--- src/rtl/imem_boot_loader_if.sv ---
// Byte link, imem write port and core-control bundle for imem_boot_loader.
// The slave modport is the loader side; the master modport is the host/monitor side.
interface imem_boot_loader_if #(
  parameter int ADDR_W = 8
);
  logic [7:0]        rx_data;
  logic              rx_valid;
  logic              rx_ready;
  logic              imem_we;
  logic [ADDR_W-1:0] imem_addr;
  logic [31:0]       imem_wdata;
  logic              cpu_reset;
  logic              done;
  logic              error;
  logic [15:0]       word_cnt;

  modport master (
    output rx_data, rx_valid,
    input  rx_ready, imem_we, imem_addr, imem_wdata, cpu_reset, done, error, word_cnt
  );

  modport slave (
    input  rx_data, rx_valid,
    output rx_ready, imem_we, imem_addr, imem_wdata, cpu_reset, done, error, word_cnt
  );
endinterface

--- src/rtl/imem_boot_loader.sv ---
// Boot loader: frames SYNC, LEN_LO, LEN_HI, 4*LEN little-endian data bytes into imem, then releases the core.
// Optional trailing XOR checksum byte is enabled with `define IMEM_CHECKSUM_EN.
module imem_boot_loader #(
  parameter int         ADDR_W    = 8,
  parameter logic [7:0] SYNC_BYTE = 8'hA5
) (
  input  logic              clk,
  input  logic              reset,
  imem_boot_loader_if.slave bus
);

`ifdef IMEM_CHECKSUM_EN
  typedef enum logic [3:0] {
    ST_IDLE = 4'd0, ST_LEN_LO = 4'd1, ST_LEN_HI = 4'd2, ST_DATA = 4'd3,
    ST_WR   = 4'd4, ST_FIN    = 4'd5, ST_RUN    = 4'd6, ST_ERR  = 4'd7,
    ST_CHK  = 4'd8
  } state_t;
  localparam state_t ST_END = ST_CHK;

  function automatic logic [7:0] csum_fold(input logic [7:0] acc, input logic [7:0] b);
    return acc ^ b;
  endfunction
`else
  typedef enum logic [3:0] {
    ST_IDLE = 4'd0, ST_LEN_LO = 4'd1, ST_LEN_HI = 4'd2, ST_DATA = 4'd3,
    ST_WR   = 4'd4, ST_FIN    = 4'd5, ST_RUN    = 4'd6, ST_ERR  = 4'd7
  } state_t;
  localparam state_t ST_END = ST_FIN;
`endif

  localparam logic [16:0] CAPACITY = 17'd1 << ADDR_W;

  state_t            state_q, state_d;
  logic [7:0]        len_lo_q, len_lo_d;
  logic [15:0]       len_q, len_d;
  logic [1:0]        byte_cnt_q, byte_cnt_d;
  logic [23:0]       data_q, data_d;
  logic [15:0]       word_cnt_q, word_cnt_d;
  logic              rx_ready_q, rx_ready_d;
  logic              imem_we_q, imem_we_d;
  logic [ADDR_W-1:0] imem_addr_q, imem_addr_d;
  logic [31:0]       imem_wdata_q, imem_wdata_d;
  logic              cpu_reset_q, cpu_reset_d;
  logic              done_q, done_d;
  logic              error_q, error_d;
`ifdef IMEM_CHECKSUM_EN
  logic [7:0]        csum_q, csum_d;
`endif

  logic              accept_s;
  logic              is_sync_s;
  logic [15:0]       len_s;

  assign bus.rx_ready   = rx_ready_q;
  assign bus.imem_we    = imem_we_q;
  assign bus.imem_addr  = imem_addr_q;
  assign bus.imem_wdata = imem_wdata_q;
  assign bus.cpu_reset  = cpu_reset_q;
  assign bus.done       = done_q;
  assign bus.error      = error_q;
  assign bus.word_cnt   = word_cnt_q;

  // State register and registered outputs; async reset aborts any frame in progress.
  always_ff @(posedge clk or negedge reset) begin
    if (!reset) begin
      state_q      <= ST_IDLE;
      len_lo_q     <= 8'h00;
      len_q        <= 16'h0000;
      byte_cnt_q   <= 2'd0;
      data_q       <= 24'h000000;
      word_cnt_q   <= 16'h0000;
      rx_ready_q   <= 1'b0;
      imem_we_q    <= 1'b0;
      imem_addr_q  <= '0;
      imem_wdata_q <= 32'h0000_0000;
      cpu_reset_q  <= 1'b1;
      done_q       <= 1'b0;
      error_q      <= 1'b0;
`ifdef IMEM_CHECKSUM_EN
      csum_q       <= 8'h00;
`endif
    end else begin
      state_q      <= state_d;
      len_lo_q     <= len_lo_d;
      len_q        <= len_d;
      byte_cnt_q   <= byte_cnt_d;
      data_q       <= data_d;
      word_cnt_q   <= word_cnt_d;
      rx_ready_q   <= rx_ready_d;
      imem_we_q    <= imem_we_d;
      imem_addr_q  <= imem_addr_d;
      imem_wdata_q <= imem_wdata_d;
      cpu_reset_q  <= cpu_reset_d;
      done_q       <= done_d;
      error_q      <= error_d;
`ifdef IMEM_CHECKSUM_EN
      csum_q       <= csum_d;
`endif
    end
  end

  // Next-state and next-output logic; outputs are decoded from the next state so they register cleanly.
  always_comb begin
    accept_s     = bus.rx_valid & rx_ready_q;
    is_sync_s    = accept_s && (bus.rx_data == SYNC_BYTE);
    len_s        = {bus.rx_data, len_lo_q};
    state_d      = state_q;
    len_lo_d     = len_lo_q;
    len_d        = len_q;
    byte_cnt_d   = byte_cnt_q;
    data_d       = data_q;
    word_cnt_d   = word_cnt_q;
    imem_we_d    = 1'b0;
    imem_addr_d  = imem_addr_q;
    imem_wdata_d = imem_wdata_q;
`ifdef IMEM_CHECKSUM_EN
    csum_d       = csum_q;
`endif

    case (state_q)
      ST_IDLE, ST_RUN, ST_ERR: begin
        if (is_sync_s) begin
          state_d    = ST_LEN_LO;
          word_cnt_d = 16'h0000;
          byte_cnt_d = 2'd0;
`ifdef IMEM_CHECKSUM_EN
          csum_d     = 8'h00;
`endif
        end else begin
          state_d = state_q;
        end
      end
      ST_LEN_LO: begin
        if (accept_s) begin
          len_lo_d = bus.rx_data;
          state_d  = ST_LEN_HI;
        end else begin
          state_d = state_q;
        end
      end
      ST_LEN_HI: begin
        if (accept_s) begin
          len_d = len_s;
          if ({1'b0, len_s} > CAPACITY) begin
            state_d = ST_ERR;
          end else if (len_s == 16'h0000) begin
            state_d = ST_END;
          end else begin
            state_d = ST_DATA;
          end
        end else begin
          state_d = state_q;
        end
      end
      ST_DATA: begin
        // SYNC_BYTE values are ordinary payload here.
        if (accept_s) begin
          byte_cnt_d = byte_cnt_q + 2'd1;
          data_d     = {bus.rx_data, data_q[23:8]};
`ifdef IMEM_CHECKSUM_EN
          csum_d     = csum_fold(csum_q, bus.rx_data);
`endif
          if (byte_cnt_q == 2'd3) begin
            imem_we_d    = 1'b1;
            imem_addr_d  = word_cnt_q[ADDR_W-1:0];
            imem_wdata_d = {bus.rx_data, data_q};
            state_d      = ST_WR;
          end else begin
            state_d = ST_DATA;
          end
        end else begin
          state_d = state_q;
        end
      end
      ST_WR: begin
        word_cnt_d = word_cnt_q + 16'd1;
        if ((word_cnt_q + 16'd1) == len_q) begin
          state_d = ST_END;
        end else begin
          state_d = ST_DATA;
        end
      end
      ST_FIN: begin
        state_d = ST_RUN;
      end
`ifdef IMEM_CHECKSUM_EN
      ST_CHK: begin
        if (accept_s) begin
          if (bus.rx_data == csum_q) begin
            state_d = ST_RUN;
          end else begin
            state_d = ST_ERR;
          end
        end else begin
          state_d = state_q;
        end
      end
`endif
      default: begin
        state_d = ST_IDLE;
      end
    endcase

    rx_ready_d  = (state_d != ST_WR);
    cpu_reset_d = (state_d != ST_RUN);
    done_d      = (state_d == ST_RUN);
    error_d     = (state_d == ST_ERR);
  end

endmodule

--- src/flat_wrapper.sv ---
// flat-port wrapper written by rule: the top's interface ports become plain ports
module imem_boot_loader_flat 
#(
  parameter int         ADDR_W    = 8,
  parameter logic [7:0] SYNC_BYTE = 8'hA5
)
  (clk, reset, bus_rx_data, bus_rx_valid, bus_rx_ready, bus_imem_we, bus_imem_addr, bus_imem_wdata, bus_cpu_reset, bus_done, bus_error, bus_word_cnt);
  imem_boot_loader_if #(.ADDR_W(ADDR_W)) bus_i ();
  input  logic clk;
  input  logic reset;
  input wire logic [$bits(bus_i.rx_data)-1:0] bus_rx_data;
  input wire logic [$bits(bus_i.rx_valid)-1:0] bus_rx_valid;
  output wire logic [$bits(bus_i.rx_ready)-1:0] bus_rx_ready;
  output wire logic [$bits(bus_i.imem_we)-1:0] bus_imem_we;
  output wire logic [$bits(bus_i.imem_addr)-1:0] bus_imem_addr;
  output wire logic [$bits(bus_i.imem_wdata)-1:0] bus_imem_wdata;
  output wire logic [$bits(bus_i.cpu_reset)-1:0] bus_cpu_reset;
  output wire logic [$bits(bus_i.done)-1:0] bus_done;
  output wire logic [$bits(bus_i.error)-1:0] bus_error;
  output wire logic [$bits(bus_i.word_cnt)-1:0] bus_word_cnt;
  assign bus_i.rx_data = bus_rx_data;
  assign bus_i.rx_valid = bus_rx_valid;
  assign bus_rx_ready = bus_i.rx_ready;
  assign bus_imem_we = bus_i.imem_we;
  assign bus_imem_addr = bus_i.imem_addr;
  assign bus_imem_wdata = bus_i.imem_wdata;
  assign bus_cpu_reset = bus_i.cpu_reset;
  assign bus_done = bus_i.done;
  assign bus_error = bus_i.error;
  assign bus_word_cnt = bus_i.word_cnt;
  imem_boot_loader #(.ADDR_W(ADDR_W), .SYNC_BYTE(SYNC_BYTE)) u_core (.clk(clk), .reset(reset), .bus(bus_i));
endmodule
--- config.mk ---
export PLATFORM = sky130hd
export DESIGN_NAME = imem_boot_loader_flat
export DESIGN_NICKNAME = d
export VERILOG_FILES = /design/src/rtl/imem_boot_loader_if.sv /design/src/rtl/imem_boot_loader.sv /design/src/flat_wrapper.sv
export SDC_FILE = /design/constraint.sdc
export NUM_CORES = 1
export LEC_CHECK = 0
export CORE_MARGIN = 5
export CORE_UTILIZATION = 49
export CTS_CLUSTER_SIZE = 25
export DETAILED_ROUTE_END_ITERATION = 10
export HOLD_SLACK_MARGIN = 0.08
export PLACE_DENSITY_LB_ADDON = 0.2
export SYNTH_ARGS = -nofsm -noshare
export SYNTH_HDL_FRONTEND = slang
export SYNTH_SLANG_ARGS = --single-unit
--- constraint.sdc ---
create_clock -name clk -period 2.2 [get_ports clk]
set_clock_uncertainty 0.05 [all_clocks]
set_input_delay 0.44 -clock clk [delete_from_list [all_inputs] [get_ports clk]]
set_output_delay 0.44 -clock clk [all_outputs]
set_load 0.05 [all_outputs]
[Word-level counts from Yosys, hierarchy flattened]
Cells that the tools add are included.
Operators by class
  add/subtract/negate cells: 2
  equal/unequal tests: 16
  reduce and logical (&&, ||, !) cells: 12
  order comparisons: 1
  bitwise gates (word level): 1
  muxes and demuxes: 17
Operators by type and width (number)
  16-bit case mux with 2 select lines: 1
  4-bit by 3-bit == test with 1-bit output, second input constant: 6
  4-bit case mux with 6 select lines: 1
  4-bit 2-to-1 mux: 5
  16-bit by 1-bit adder with 16-bit output, second input constant: 1
  16-bit == test: 1
  16-bit by 9-bit > comparator with 1-bit output, second input constant: 1
  16-bit logical NOT: 1
  16-bit 2-to-1 mux: 1
  3-bit 2-to-1 mux: 3
  4-bit by 2-bit == test with 1-bit output, second input constant: 2
  8-bit == test, second input constant: 1
  4-bit by 3-bit inequality test with 1-bit output, second input constant: 2
  2-bit AND reduction: 4
  3-bit AND reduction: 2
  4-bit by 1-bit == test with 1-bit output, second input constant: 1
  4-bit logical NOT: 1
  2-bit 2-to-1 mux: 2
  2-bit by 1-bit inequality test with 1-bit output, second input constant: 2
  2-bit case mux with 2 select lines: 1
  2-bit nonzero test: 2
  1-bit 2-to-1 mux: 3
  3-bit OR reduction: 1
  2-bit by 1-bit adder with 2-bit output, second input constant: 1
  other kinds (3): 3
Word-level totals
  logic and storage cells: 62
  input bits: 11
  register bits: 115

[Logic depth before layout (Yosys ltp)]
Gate-level depths: netlist of the first run.
  depth in word-level cells: 6
  mapped depth: 9
  mapped depth without buffers: 8

[Least setup slack after synthesis of the first run]
OpenSTA, ideal clock, no wires.
  path kind: flip-flop to flip-flop
  start: register u_core.word_cnt_q[0], in the netlist u_core.bus.word_cnt[0]
  end: register u_core.state_q[1]
  path buffers: 1
  data required time: 2032 ps
  setup time: 118 ps
  stages on the path, launching flop included: 10
  arrival time: 2569 ps
  setup slack: -537 ps
  clock period less this slack: 2737 ps
  cells stage by stage: dfrtp_1 ha_1 and3_2 buf_2 and3_1 xnor2_1 o22ai_1 nand4_1 or4_1 a21o_1
On the way
  word-level cells in the longest chain between the ends: 4
Ends and longest elaborated chain
  start, declared: line imem_boot_loader.sv:38  | logic [15:0] word_cnt_q, word_cnt_d;
  start signal, assigned: line imem_boot_loader.sv:88  | word_cnt_q <= word_cnt_d;
  16-bit by 1-bit adder with 16-bit output: line imem_boot_loader.sv:177  | if ((word_cnt_q + 16'd1) == len_q) begin
  16-bit == test: line imem_boot_loader.sv:177
  3-bit 2-to-1 mux: line imem_boot_loader.sv:177
  4-bit case mux with 6 select lines: line imem_boot_loader.sv:120  | case (state_q)
  named net u_core.state_d[1]: line imem_boot_loader.sv:33  | state_t state_q, state_d;
  end signal, assigned: line imem_boot_loader.sv:83  | state_q <= state_d;
  end, declared: line imem_boot_loader.sv:33
The timed path passes the listed nets, and every way through them passes these cells.
A chain may end at the register's enable or synchronous reset.

[Worst setup path in the final report of the first run]
Ends and elaborated chain as after synthesis.

==> flow_summary.rst, run 1 <==
.. list-table::
   :header-rows: 1

   * - Metric
     - Value
   * - Clock sink total
     - between 100 and 150
   * - Total number of nets in the final design
     - 647
   * - Number of I/O port buffers
     - 71
   * - Area of the die
     - approximately 13000 um^2
   * - Max Cap Violations
     - 0
   * - FF-to-FF End
     - u_core.state_q[1]
   * - Vertical extent of the die
     - about 110 um
   * - Clock-pin slew of the registers on the worst-case setup and hold paths
     - roughly 0.06 ns
   * - Number of routed nets with antenna violations
     - 0
   * - Status
     - finished with violations
   * - Fmax achieved
     - approximately 0.43 GHz
   * - Total via count in the routed design
     - roughly 4200
   * - Number of hold violations in the final report
     - 0
   * - Required time at the worst-slack endpoint
     - ~2.6 ns
   * - Post-synth top flop
     - sky130_fd_sc_hd__dfrtp_1
   * - Reg2Reg Setup Slack
     - -0.11 ns
   * - Dpl hpwl
     - about 8700 um
   * - DRC errors left
     - 0
   * - Placer Congestion
     - between 0.8 and 0.9
   * - Failing checks
     - setup timing
   * - Number of antenna violations at the first check in global routing
     - 0
   * - Static leakage power
     - ~4 nW
   * - TritonCTS clock tree
     - built
   * - GRT Total Usage
     - around 22%
   * - Post-synthesis average cell area
     - approximately 9.9 um^2
   * - Final design instance area without fill
     - 7130 um^2
   * - Clock buffers created by TritonCTS
     - 17
   * - Non-filler cells in the finished layout
     - between 700 and 800
   * - Horizontal die dimension
     - approximately 110 um
   * - Placed cell count
     - 747
   * - Reg-to-reg startpoint
     - u_core.bus.word_cnt[0]
   * - Synth Register Bits
     - 115
   * - Clock root buffer
     - sky130_fd_sc_hd__clkbuf_8
   * - Ratio of cells with drive above 1 in the final layout
     - roughly a quarter
   * - Final worst setup slack
     - -0.110 ns
   * - Count of routing violations after the opening detailed-route iteration
     - about 210
   * - Detailed-route wire length
     - 12800 um
   * - Pin count of the biggest net entering global routing
     - 46
   * - H-tree levels
     - 4
   * - Area growth from synthesis to layout
     - 39.3%
   * - Transition time of the tightest slew-check pin
     - ~0.54 ns
   * - Worst path arrival time
     - 2.68 ns
   * - Tmin final
     - about 2.3 ns
   * - Total power density per cell area
     - ~850 nW/um^2
   * - Number of global-route vias before repair
     - around 4300
   * - Path category of the worst min-delay check
     - in2reg
   * - Termination of the worst setup path
     - u_core.state_q[1]
   * - Final setup violation count
     - 2
   * - Top-level port count
     - about 70
   * - Max-Slew Margin vs Limit
     - ~64%
   * - Critical path launch point type
     - register
   * - Pins Over Slew Limit
     - 0
   * - Setup repair after global routing missed its margin
     - true
   * - First drt pass iteration count
     - 4
   * - Setup crit start
     - u_core.bus.word_cnt[0]
   * - Placed Area
     - about 6400 um^2
   * - Share of the core filled with cells
     - ~69%
   * - First-pass GRT wire length
     - around 22000 um
   * - Post-synth net total
     - ~530
   * - Antenna Cells
     - 0
   * - Count of cells along the worst register-to-register path
     - 9
   * - Area of the core region
     - 10300 um^2
   * - Mean number of vias per cell
     - 5.32
   * - Critical path start-end classification
     - reg2reg
   * - TNS Setup
     - -0.215 ns
   * - Aggregate global routing overflow
     - 0
   * - Netlist Area Pre-Place
     - approximately 5100 um^2
   * - Initial Util
     - about half
   * - Rows
     - 37
   * - Fraction of registers with async set/reset
     - 100%
   * - Post-synthesis sequential area ratio
     - ~56%
   * - Number of cells traversed by the worst hold path
     - 4
   * - Synth Warn #
     - 0
   * - Skew-Pair Late Insertion Delay
     - around 0.52 ns
   * - Number of distinct library cells after synthesis
     - between 40 and 50
   * - Post-synthesis cell count
     - 516
   * - Worst IR Drop VDD
     - approximately 420 uV
   * - Post-synth EDFFs
     - 0
   * - Routed len/inst
     - between 15 and 20 um
   * - Hold WS
     - between 0.2 and 0.3 ns
   * - Clock Tree Buf Depth
     - 2
   * - Period Utilization, post-route
     - 105%
   * - Type of destination of the critical path
     - register
   * - Largest fanout of any net on the critical path
     - 5
-- layer usage --
metal,vias up,GRT usage (%),wire length [um]
li1,1974,-,-
met1,2058,28.3,5700
met2,112,34.2,6230
met3,25,5.93,584
met4,0,8.01,272
met5,-,0,0
-- stage by stage --
stage	power, mW	worst slack [ns]
global placement	3.39	-0.487
CTS	6.08	-0.106
detailed placement	3.41	-0.537
finish	6.07	-0.110
floorplan	3.00	-0.193
global route	6.31	-0.183
-- cell usage after synthesis, types with 6 or more instances --
library cell                 n  share of area, %
sky130_fd_sc_hd__a21oi_1    14               1.4
sky130_fd_sc_hd__a31oi_1     9               1.1
sky130_fd_sc_hd__and3_1      6              0.73
sky130_fd_sc_hd__clkbuf_1   22               1.6
sky130_fd_sc_hd__dfrtp_1   114                56
sky130_fd_sc_hd__mux2_2     39               8.6
sky130_fd_sc_hd__nand2_1   169                12
sky130_fd_sc_hd__nand3_1    11               1.1
sky130_fd_sc_hd__nor2_1     16               1.2
sky130_fd_sc_hd__nor3_1     10              0.98
sky130_fd_sc_hd__o21ai_0    15               1.5
sky130_fd_sc_hd__xnor2_1    15               2.6
sky130_fd_sc_hd__xor2_1      7               1.2
-- power breakdown --
part	internal, mW	total (mW)	switching [mW]
Clock	1.65	2.68	1.02
Combinational	0.431	1.01	0.575
Sequential	2.25	2.38	0.135
Total	4.33	6.07	1.73
-- critical path, stage by stage, from the launching register on --
cell and delay (ns):
sky130_fd_sc_hd__dfrtp_4 0.51, sky130_fd_sc_hd__ha_4 0.17, sky130_fd_sc_hd__and3_4 0.18, sky130_fd_sc_hd__buf_6 0.12
sky130_fd_sc_hd__nand4_1 0.14, sky130_fd_sc_hd__nor3_2 0.06, sky130_fd_sc_hd__a21oi_1 0.14, sky130_fd_sc_hd__nand3_1 0.10
sky130_fd_sc_hd__or4_4 0.56, sky130_fd_sc_hd__a21o_1 0.17
-- what timing repair did --
item	in CTS	in global routing
pin swaps	4	5
resized for setup	20	45
endpoints found under the hold margin	37	0
buffers inserted	1	2
hold buffers	1	0
setup endpoints to repair	19	45
-- cells by family after synthesis --
kind of cell	Yosys count	synth area share, %
buf+inv	34	2.81
simple gates	244	20.8
compound gates	58	7.13
mux	40	8.77
other cells	1	0.0732
xor+xnor	22	3.76
fa+ha+maj	2	0.488
flops	115	56.2
-- cells in the final DEF, fill, tap and decap left out, types with 14 or more instances in the layout --
cell type                         count
sky130_fd_sc_hd__clkdlybuf4s50_1     14
sky130_fd_sc_hd__a21oi_1             14
sky130_fd_sc_hd__dlygate4sd2_1       17
sky130_fd_sc_hd__dlymetal6s2s_1      35
sky130_fd_sc_hd__xnor2_1             15
sky130_fd_sc_hd__buf_4               52
sky130_fd_sc_hd__clkbuf_16           16
sky130_fd_sc_hd__mux2_2              39
sky130_fd_sc_hd__nor2_1              16
sky130_fd_sc_hd__nand2_1            169
sky130_fd_sc_hd__dfrtp_1            101
-- sequential cells by signal (all words and copies together), names as in the netlist, 2 cells and up --
signal                 count
u_core.len_lo_q            8
u_core.bus.word_cnt       16
u_core.data_q             24
u_core.byte_cnt_q          2
u_core.bus.imem_addr       8
u_core.len_q              16
u_core.bus.imem_wdata     32
u_core.state_q             4
-- worst min-delay path by stage --
stage / startpoint / to / slack [ns]
floorplan: reset / u_core.bus.done / 0.09
global placement: u_core.data_q[5] / u_core.bus.imem_wdata[5] / 0.40
detailed placement: u_core.data_q[3] / u_core.bus.imem_wdata[3] / 0.40
CTS: reset / u_core.bus.imem_wdata[11] / 0.40
global route: bus_rx_data[4] / u_core.data_q[20] / 0.27
finish: bus_rx_data[4] / u_core.data_q[20] / 0.27
-- layout make-up --
| type | instances | area (um^2) |
|---|---|---|
| Fill cell | 780 | 3140 |
| Clock buffer | 18 | 428 |
| Clock inverter | 14 | 153 |
| Sequential cell | 115 | 2900 |
| Tap cell | 136 | 170 |
| Timing Repair Buffer | 128 | 1290 |
| Inverter | 5 | 18.8 |
| Multi-Input combinational cell | 367 | 2180 |
No activity file was read; power rests on OpenSTA's default activity.
==> run 2, diff against run 1 <==
Settings changed: ABC_AREA from default to 1.
==> run 2 against run 1 <==
  * The flow now finishes without violations
  * Maximum frequency rose by 6.9%
  * Critical path depth shrank 8
  * Design area decreased by 3.6%
  * Critical endpoint is now bus_imem_wdata[27]
==> flow_summary.rst, run 2 <==
.. list-table::
   :header-rows: 1

   * - Metric
     - Value
   * - Transition time of the tightest slew-check pin
     - approximately 0.62 ns
   * - Required time at the worst-slack endpoint
     - around 1.7 ns
   * - DRC errors left
     - 0
   * - Synth Warn #
     - 0
   * - Top-level port count
     - between 70 and 80
   * - Path category of the worst min-delay check
     - reg2reg
   * - Setup crit start
     - u_core.bus.imem_wdata[27]
   * - Max-Slew Margin vs Limit
     - roughly three fifths
   * - Post-synthesis sequential area ratio
     - between 50 and 60%
   * - Static leakage power
     - between 3 and 4 nW
   * - Total power density per cell area
     - about 1200 nW/um^2
   * - Detailed-route wire length
     - ~14000 um
   * - GRT Max-Usage Layer
     - met2
   * - Placer Congestion
     - around 0.9
   * - Commonest cells after routing, fill and taps aside
     - sky130_fd_sc_hd__nand2_1, sky130_fd_sc_hd__dfrtp_1, sky130_fd_sc_hd__o21ai_0
   * - Tmin final
     - about 2.2 ns
   * - Netlist Area Pre-Place
     - around 5300 um^2
   * - Pin count of the biggest net entering global routing
     - between 100 and 150
   * - Aggregate global routing overflow
     - 0
   * - Reg-to-reg startpoint
     - u_core.bus.word_cnt[0]
   * - TritonCTS clock tree
     - built
   * - Period Utilization, post-route
     - a little over nine tenths
   * - Top cell type's share of synthesized area
     - between 50% and 60%
   * - HP Start
     - u_core.bus.imem_wdata[1]
   * - Number of I/O port buffers
     - 71
   * - Routed len/inst
     - between 15 and 20 um
   * - Status
     - complete, no violations
   * - Number of hold violations in the final report
     - 0
   * - Crit path max-delay cell type
     - sky130_fd_sc_hd__clkdlybuf4s50_1
   * - Post-synthesis cell count
     - 658
   * - Main area contributors after synthesis
     - sky130_fd_sc_hd__dfrtp_1, sky130_fd_sc_hd__nand2_1, sky130_fd_sc_hd__o21ai_0
   * - Mean number of vias per cell
     - about 5.4
   * - Number of global-route vias before repair
     - ~4800
   * - Worst path arrival time
     - approximately 1.7 ns
   * - Number of buffer and inverter instances along the worst setup path
     - 1
   * - Post-synth net total
     - roughly 670
   * - Critical path start-end classification
     - reg2out
   * - H-tree levels
     - 4
   * - Cell family with the largest share of critical-path delay
     - buffers and inverters
   * - Rows
     - 37
   * - Final setup violation count
     - 0
   * - Flip-flop count of the largest register, all copies and words added
     - 32
   * - Clock root buffer
     - sky130_fd_sc_hd__clkbuf_8
   * - Fmax achieved
     - ~0.46 GHz
   * - Total number of nets in the final design
     - between 700 and 800
   * - GRT Total Usage
     - between 20 and 25%
   * - Max Cap Violations
     - 0
   * - Global-route track usage on met2
     - between 30% and 40%
   * - Clock sink total
     - 115
   * - Dpl hpwl
     - between 9000 and 10000 um
   * - Number of antenna violations at the first check in global routing
     - 0
   * - Type of destination of the critical path
     - output pin
   * - Horizontal die dimension
     - about 110 um
   * - Most frequent standard cell in the layout excluding fill and tap cells
     - sky130_fd_sc_hd__nand2_1
   * - Area of the die
     - between 10000 and 15000 um^2
   * - Most used standard cells in the synthesized netlist
     - sky130_fd_sc_hd__nand2_1, sky130_fd_sc_hd__dfrtp_1, sky130_fd_sc_hd__o21ai_0, sky130_fd_sc_hd__inv_1, sky130_fd_sc_hd__nand3_1
   * - Antenna Cells
     - 0
   * - Critical path launch point type
     - register
   * - Post-synth top flop
     - sky130_fd_sc_hd__dfrtp_1
   * - Setup repair after global routing missed its margin
     - false
   * - Vertical extent of the die
     - about 110 um
   * - Largest stage delay on the critical path
     - 0.80 ns
   * - Worst IR Drop VDD
     - roughly 830 uV
   * - Clock Tree Buf Depth
     - 2
   * - Post-synthesis average cell area
     - 8.01 um^2
   * - Skew-Pair Late Insertion Delay
     - between 0.5 and 0.6 ns
   * - First-pass GRT wire length
     - between 20000 and 25000 um
   * - Placed cell count
     - 865
   * - Met3 track demand over resource
     - ~5.3%
   * - Fraction of registers with async set/reset
     - between 90% and 100%
   * - Leading area contributor after synthesis
     - sky130_fd_sc_hd__dfrtp_1
   * - Post-synth EDFFs
     - 0
   * - Critical path cell sequence
     - clkdlybuf4s50_1
   * - Total via count in the routed design
     - 4850
   * - Non-filler cells in the finished layout
     - about 900
   * - Pins Over Slew Limit
     - 0
   * - Share of the core filled with cells
     - about two thirds
   * - Number of routed nets with antenna violations
     - 0
   * - Ratio of cells with drive above 1 in the final layout
     - 11.0%
   * - First drt pass iteration count
     - 5
   * - Clock-pin slew of the registers on the worst-case setup and hold paths
     - approximately 0.060 ns
   * - Met1 Resource Use GR
     - between 30% and 40%
   * - Area of the core region
     - between 10000 and 15000 um^2
   * - Initial Util
     - between 50% and 60%
   * - Synth Register Bits
     - between 100 and 150
   * - Count of routing violations after the opening detailed-route iteration
     - 383
   * - Number of distinct library cells after synthesis
     - 30
   * - Clock buffers created by TritonCTS
     - 17
   * - Most numerous cell in the Yosys netlist
     - sky130_fd_sc_hd__nand2_1
   * - Area growth from synthesis to layout
     - 30.5%
   * - Largest fanout of any net on the critical path
     - 2
## run 2: final timing paths
| path | endpoint | slack [ns] | cells after the start |
|---|---|---|---|
| worst min register to register | u_core.bus.imem_wdata[1] | 0.42 | 2 |
| worst max register to register | u_core.bus.error | 0.13 | 12 |
| max in group asynchronous | u_core.bus.word_cnt[1] | 1.12 | 3 |
| worst min-delay path | u_core.bus.imem_wdata[1] | 0.42 | 2 |
| worst max-delay path | bus_imem_wdata[27] | 0.04 | 1 |
| min in group asynchronous | u_core.bus.word_cnt[12] | 0.45 | 3 |
## run 2: per-layer routing
layer / routed length, um / vias to the layer above / part of all wire [%]
met5: 0 / - / 0
met4: 229 / 0 / 1.6
met2: 6670 / 186 / 48
li1: - / 2298 / -
met3: 977 / 30 / 7.0
met1: 6130 / 2336 / 44
## run 2: what timing repair did
action,in CTS,in global routing
buffers inserted,0,2
hold buffers,1,0
endpoints found under the hold margin,114,0
gates cloned,0,1
resized for setup,25,42
pin swaps,0,5
setup endpoints to repair,25,32
## run 2: logic make-up (layout without fill, tap and decap cells)
| logic type | Yosys count | in the layout | synth area share (%) |
|---|---|---|---|
| AND/OR/NAND/NOR | 333 | 334 | 27.0 |
| flip-flops | 115 | 115 | 54.6 |
| AO/OA/AOI/OAI | 107 | 107 | 10.6 |
| buffers and inverters | 99 | 205 | 7.10 |
| adder cells (fa/ha/maj) | 2 | 2 | 0.475 |
| other | 1 | 1 | 0.0711 |
| XOR/XNOR | 1 | 1 | 0.166 |
## run 2: cell type report
class	instances	area (um^2)
fillers	875	3540
flip-flops and latches	115	2880
multi-input cells	445	2060
repair buffers	92	915
clock buffers	18	428
inverters	81	304
well taps	136	170
clock inverters	14	119
## run 2: where the power goes
group | switching [mW] | total (mW) | internal, mW
clock network | 1.08 | 2.52 | 1.44
logic | 2.12 | 3.06 | 0.938
registers | 0.393 | 2.91 | 2.51
total | 3.59 | 8.49 | 4.90
## run 2: through the flow
| step | power, mW | cell area [um^2] | setup TNS (ns) | worst slack [ns] | hold slack, ns |
|---|---|---|---|---|---|
| after floorplan | 4.98 | 5280 | 0 | 0.0736 | 0.0944 |
| after global routing | 9.01 | 6880 | 0 | 0.000106 | 0.438 |
| after CTS | 8.34 | 6750 | 0 | 0.00131 | 0.422 |
| after global placement | 5.79 | 6230 | 0 | 0.00923 | 0.403 |
| final | 8.49 | 6880 | 0 | 0.0396 | 0.416 |
| after detailed placement | 5.89 | 6230 | -0.307 | -0.0478 | 0.407 |
## run 2: worst register-to-register path, delay by kind of cell (launching register included)
kind                     cells  cell delay (ns)
flip-flops                   1             0.36
AO/OA/AOI/OAI                1             0.17
adder cells (fa/ha/maj)      1             0.20
AND/OR/NAND/NOR             10             1.17
==> run 3, diff against run 2 <==
Settings changed: ABC_AREA 1 to default, HOLD_SLACK_MARGIN 0.08 to default.
==> results of run 3 <==
The final DEF is identical to that of run 1; final timing and power are the same.
==> patch 1 (config.mk and constraints of run 2) <==
Reset style: synchronous (`reset`), changed in one clocked block. Comments in the files are not updated.
--- a/src/rtl/imem_boot_loader.sv
+++ b/src/rtl/imem_boot_loader.sv
@@ -61,7 +61,7 @@
   assign bus.word_cnt   = word_cnt_q;
 
   // State register and registered outputs; async reset aborts any frame in progress.
-  always_ff @(posedge clk or negedge reset) begin
+  always_ff @(posedge clk) begin
     if (!reset) begin
       state_q      <= ST_IDLE;
       len_lo_q     <= 8'h00;
Function: differs if reset is asserted again (counterexample within 4 cycles, from zero or initial values and one cycle with reset low); with reset held inactive, the same outputs for 10 cycles.
==> patch 1 against run 2 <==
  * Die area is 3.9% lower
  * Sequential cell count stayed put
  * Worst setup slack worse by 0.0027 ns
  * Synthesized cell count is 7.4% higher
  * Area after synthesis is 4.3% lower
  * Worst hold slack worse by 0.18 ns
  * Fmax is 0.13% lower
  * Final area is 1.7% lower
  * Wire length is 5.4% higher
  * Critical path depth stayed put
  * Critical path type unchanged
  * Critical endpoint is now bus_cpu_reset
Power is not compared: it rests on default switching activity, and its combinational part moved more than twofold at a synthesized area within 25%.
==> patch 1: results (changes against run 2) <==
logic_synthesis:
  synth_compound_gate_area_share_pct: 15.8  # +5.3 points
  async_reset_ff_share_pct: 0  # -100 points
  ys_types: 33  # +10%
  synthFlopType: "dfxtp_1"
  yosysSeqAreaShare_pct: 45.6  # -9.0 points
  synthCells: 707  # +7.4%
  synth_common_cells: "146 x nand2_1, 115 x dfxtp_1, 80 x nand3_1, 76 x o21ai_0, 75 x inv_1"
  synth_xor_area_share_pct: 0.793  # +0.63 points
placement:
  numPlacedInstances: 921  # +6.5%
  place_area_mm2: 0.00610  # -2.0%
  gp_congestion: 0.897  # about the same
  hpwl_um: 10300  # +7.3%
hold_path:
  hold_path_depth: 3  # +1
  whs_endpoint: "u_core.len_lo_q[0]"
worst_setup_path:
  r2r_slack_ns: 0.16  # +0.03 ns
  r2r_cells: 7  # -5
  r2r-end: "u_core.len_q[13]"
  critPathMaxFanout: 1  # -1
  timing.rr.start: "u_core.state_q[2]"
status:
  status: "complete, no violations"
route:
  drt-total-wl_um: 14800  # +5.4%
  viasPerCell: 5.25  # -2.4%
  first_iter_violations: 406  # +6.0%
final_layout:
  layout-drive-gt1-share_pct: 14.6  # +3.6 points
  fin_nets: 821  # +7.3%
  fill_cells: 918  # +4.9%
grt:
  grt_pass1_vias: 4968  # +4.0%
  grt_max_degree: 58  # -50%
sta:
  whs_ns: 0.234  # -0.182 ns
## patch 1: cell types whose count changed in the layout (fill, tap and decap cells not counted), sizes merged, moves of 7 or more
cell / before / now
dlymetal6s2s: 28 / 21
nor2: 49 / 66
dfxtp: 0 / 115
nand2: 216 / 154
dfrtp: 114 / 0
clkdlybuf4s50: 15 / 28
a21oi: 3 / 71
buf: 23 / 49
o21ai: 90 / 78
nand3: 45 / 81
dlygate4sd2: 25 / 13
o22ai: 11 / 0
clkinv: 1 / 8
## patch 1: final cells by class
cell class | instances | area [µm²] | share of cell area [%]
multi-input combinational | 483 | 2370 | 35.0
sequential | 115 | 2310 | 34.2
timing repair buffer | 111 | 1060 | 15.6
clock buffer | 17 | 414 | 6.12
inverter | 80 | 302 | 4.46
tap | 136 | 170 | 2.52
clock inverter | 15 | 144 | 2.13
## patch 1: routing by layer
layer,track usage (%),wire length (µm),vias up
li1,-,-,2527
met1,29.2,6490,2363
met2,41.5,7480,124
met3,5.27,576,12
met4,7.54,210,0
met5,0,0,-
## patch 1: worst max path at each step
stage / from / endpoint / slack [ns] / cells after the start
finish: u_core.bus.cpu_reset / bus_cpu_reset / 0.04 / 1
global route: u_core.bus.word_cnt[3] / u_core.bus.done / -0.02 / 12
CTS: u_core.bus.imem_wdata[22] / bus_imem_wdata[22] / 0.004 / 1
detailed placement: bus_rx_valid / u_core.state_q[1] / -0.04 / 9
global placement: bus_rx_valid / u_core.state_q[1] / 0.007 / 9
floorplan: u_core.bus.word_cnt[5] / u_core.bus.cpu_reset / 0.14 / 11
## patch 1: power breakdown
part | leakage [nW] | internal, mW | switching (mW) | total [mW]
clock | 0.275 | 1.52 | 1.06 | 2.58
sequential | 0.931 | 2.09 | 0.00248 | 2.09
combinational | 1.95 | 0.0520 | 0.0876 | 0.140
==> patch 2 (flow settings as in run 2) <==
Made on the original files. `ADDR_W` is set to 8 in 3 places; all go to 7.
--- a/src/rtl/imem_boot_loader_if.sv
+++ b/src/rtl/imem_boot_loader_if.sv
@@ -1,7 +1,7 @@
 // Byte link, imem write port and core-control bundle for imem_boot_loader.
 // The slave modport is the loader side; the master modport is the host/monitor side.
 interface imem_boot_loader_if #(
-  parameter int ADDR_W = 8
+  parameter int ADDR_W = 7
 );
   logic [7:0]        rx_data;
   logic              rx_valid;
--- a/src/rtl/imem_boot_loader.sv
+++ b/src/rtl/imem_boot_loader.sv
@@ -1,7 +1,7 @@
 // Boot loader: frames SYNC, LEN_LO, LEN_HI, 4*LEN little-endian data bytes into imem, then releases the core.
 // Optional trailing XOR checksum byte is enabled with `define IMEM_CHECKSUM_EN.
 module imem_boot_loader #(
-  parameter int         ADDR_W    = 8,
+  parameter int         ADDR_W    = 7,
   parameter logic [7:0] SYNC_BYTE = 8'hA5
 ) (
   input  logic              clk,
--- a/src/flat_wrapper.sv
+++ b/src/flat_wrapper.sv
@@ -1,7 +1,7 @@
 // flat-port wrapper written by rule: the top's interface ports become plain ports
 module imem_boot_loader_flat 
 #(
-  parameter int         ADDR_W    = 8,
+  parameter int         ADDR_W    = 7,
   parameter logic [7:0] SYNC_BYTE = 8'hA5
 )
   (clk, reset, bus_rx_data, bus_rx_valid, bus_rx_ready, bus_imem_we, bus_imem_addr, bus_imem_wdata, bus_cpu_reset, bus_done, bus_error, bus_word_cnt);
Interface: changed (resized bus_imem_addr); port bits go from 72 to 71. No check against the original RTL was run, so the function may have changed too.
==> patch 2 against run 2 <==
  * Final area fell by 1.6%
  * Sequential cell count shrank 1
  * Critical endpoint is now bus_imem_addr[2]
  * Highest routed layer unchanged
  * Sequential share of layout area increased by 0.29 points
  * Worst setup slack better by 0.013 ns
  * Wire length fell by 10%
  * Area after synthesis is 3.1% lower
  * Total power rose by 2.4%
==> patch 2: results (changes against run 2) <==
logic_synthesis:
  yosys-top-cells-area: "dfrtp_1 55%, nand2_1 12%, o21ai_0 9.4%"
  synth_common_cells: "167 x nand2_1, 113 x dfrtp_1, 96 x o21ai_0, 79 x inv_1, 29 x nand3_1"
  syn_nets: 613  # -8.6%
  synth_compound_gate_area_share_pct: 12.1  # +1.5 points
  ys_types: 35  # +17%
  synth_xor_area_share_pct: 0.955  # +0.79 points
  yosysSeqAreaShare_pct: 55.9  # +1.3 points
clock_tree:
  insertion_delay_ns: 0.52  # about the same
  ctsResizeCount: 36  # +44%
  clock-sinks: 114  # -0.87%
pwr:
  peakVddDrop_mv: 0.578  # -30%
  leakagePower_nw: 3.68  # -4.5%
  intPower_mw: 5.31  # +8.5%
grt:
  grt_pass1_vias: 4427  # -7.3%
  grt_max_degree: 65  # -44%
  grt_pass1_wl_um: 21300  # -7.3%
  grt_usage_pct: 21.0  # -1.2 points
status:
  status: "complete, no violations"
placement:
  port_buffers: 70  # -1.4%
  place_area_mm2: 0.00609  # -2.1%
  gp_congestion: 0.871  # -2.9%
  hpwl_um: 8580  # -11%
route:
  viasPerCell: 5.20  # -3.4%
  post_drt_wl_per_cell_um: 15.0  # -3.6%
  first_pass_iters: 6  # +1
  first_iter_violations: 276  # -28%
worst_setup_path:
  r2r_slack_ns: 0.10  # -0.03 ns
final_layout:
  largest_register_ffs: 32  # unchanged
  fill_cells: 868  # -0.80%
  layout-drive-gt1-share_pct: 12.6  # +1.7 points
  fin_nets: 704  # -8.0%
hold_path:
  hold_path_class: "in2async"
sta:
  fin_crit_ns: 2.15  # -0.0134 ns
  whs_ns: 0.382  # -0.0336 ns
  relSlewSlack_pct: 65.1  # +6.3 points
[patch 2: metal layers]
layer	GRT usage, %	part of all wire (%)	vias up
met5	0	0	-
met4	7.13	2.0	0
met3	6.42	5.2	24
met2	33.5	48	126
met1	27.6	45	2089
li1	-	-	2130
[patch 2: worst paths after layout]
path | start | endpoint | depth (start not counted)
min in group clk | u_core.bus.imem_addr[6] | u_core.bus.imem_addr[6] | 2
setup / recovery | u_core.bus.imem_addr[2] | bus_imem_addr[2] | 1
hold reg to reg | u_core.bus.imem_addr[6] | u_core.bus.imem_addr[6] | 2
hold / removal | reset | u_core.bus.word_cnt[2] | 2
setup reg to reg | u_core.bus.word_cnt[0] | u_core.bus.error | 14
max in group asynchronous | reset | u_core.bus.cpu_reset | 3
[patch 2: kinds of logic (layout without fill, tap and decap cells)]
kind of cell,Yosys count,count (layout)
compound gates,117,117
fa+ha+maj,2,2
simple gates,261,262
other cells,1,1
flops,114,114
buf+inv,101,204
xor+xnor,4,4
[patch 2: power groups by stage]
stage / clock [mW] / sequential [mW] / combinational, mW
floorplan: 0 / 3.55 / 1.50
global placement: 0 / 3.15 / 2.66
detailed placement: 0 / 3.16 / 2.74
CTS: 2.84 / 3.13 / 2.67
global route: 2.93 / 3.23 / 3.07
finish: 2.80 / 3.14 / 2.74
[patch 2: metrics by stage]
step,utilization [%],setup TNS (ns),std cells
floorplan,-,0,600
global placement,59.6,0,806
detailed placement,59.6,-0.0410,806
CTS,65.2,0,839
global route,66.1,-0.0383,840
finish,66.1,0,840
[patch 2: cell type report]
type | count | area share, %
sequential | 114 | 42.2
multi-input combinational | 386 | 28.4
timing repair buffer | 90 | 13.4
clock buffer | 18 | 6.32
inverter | 82 | 4.55
clock inverter | 14 | 2.64
tap | 136 | 2.51
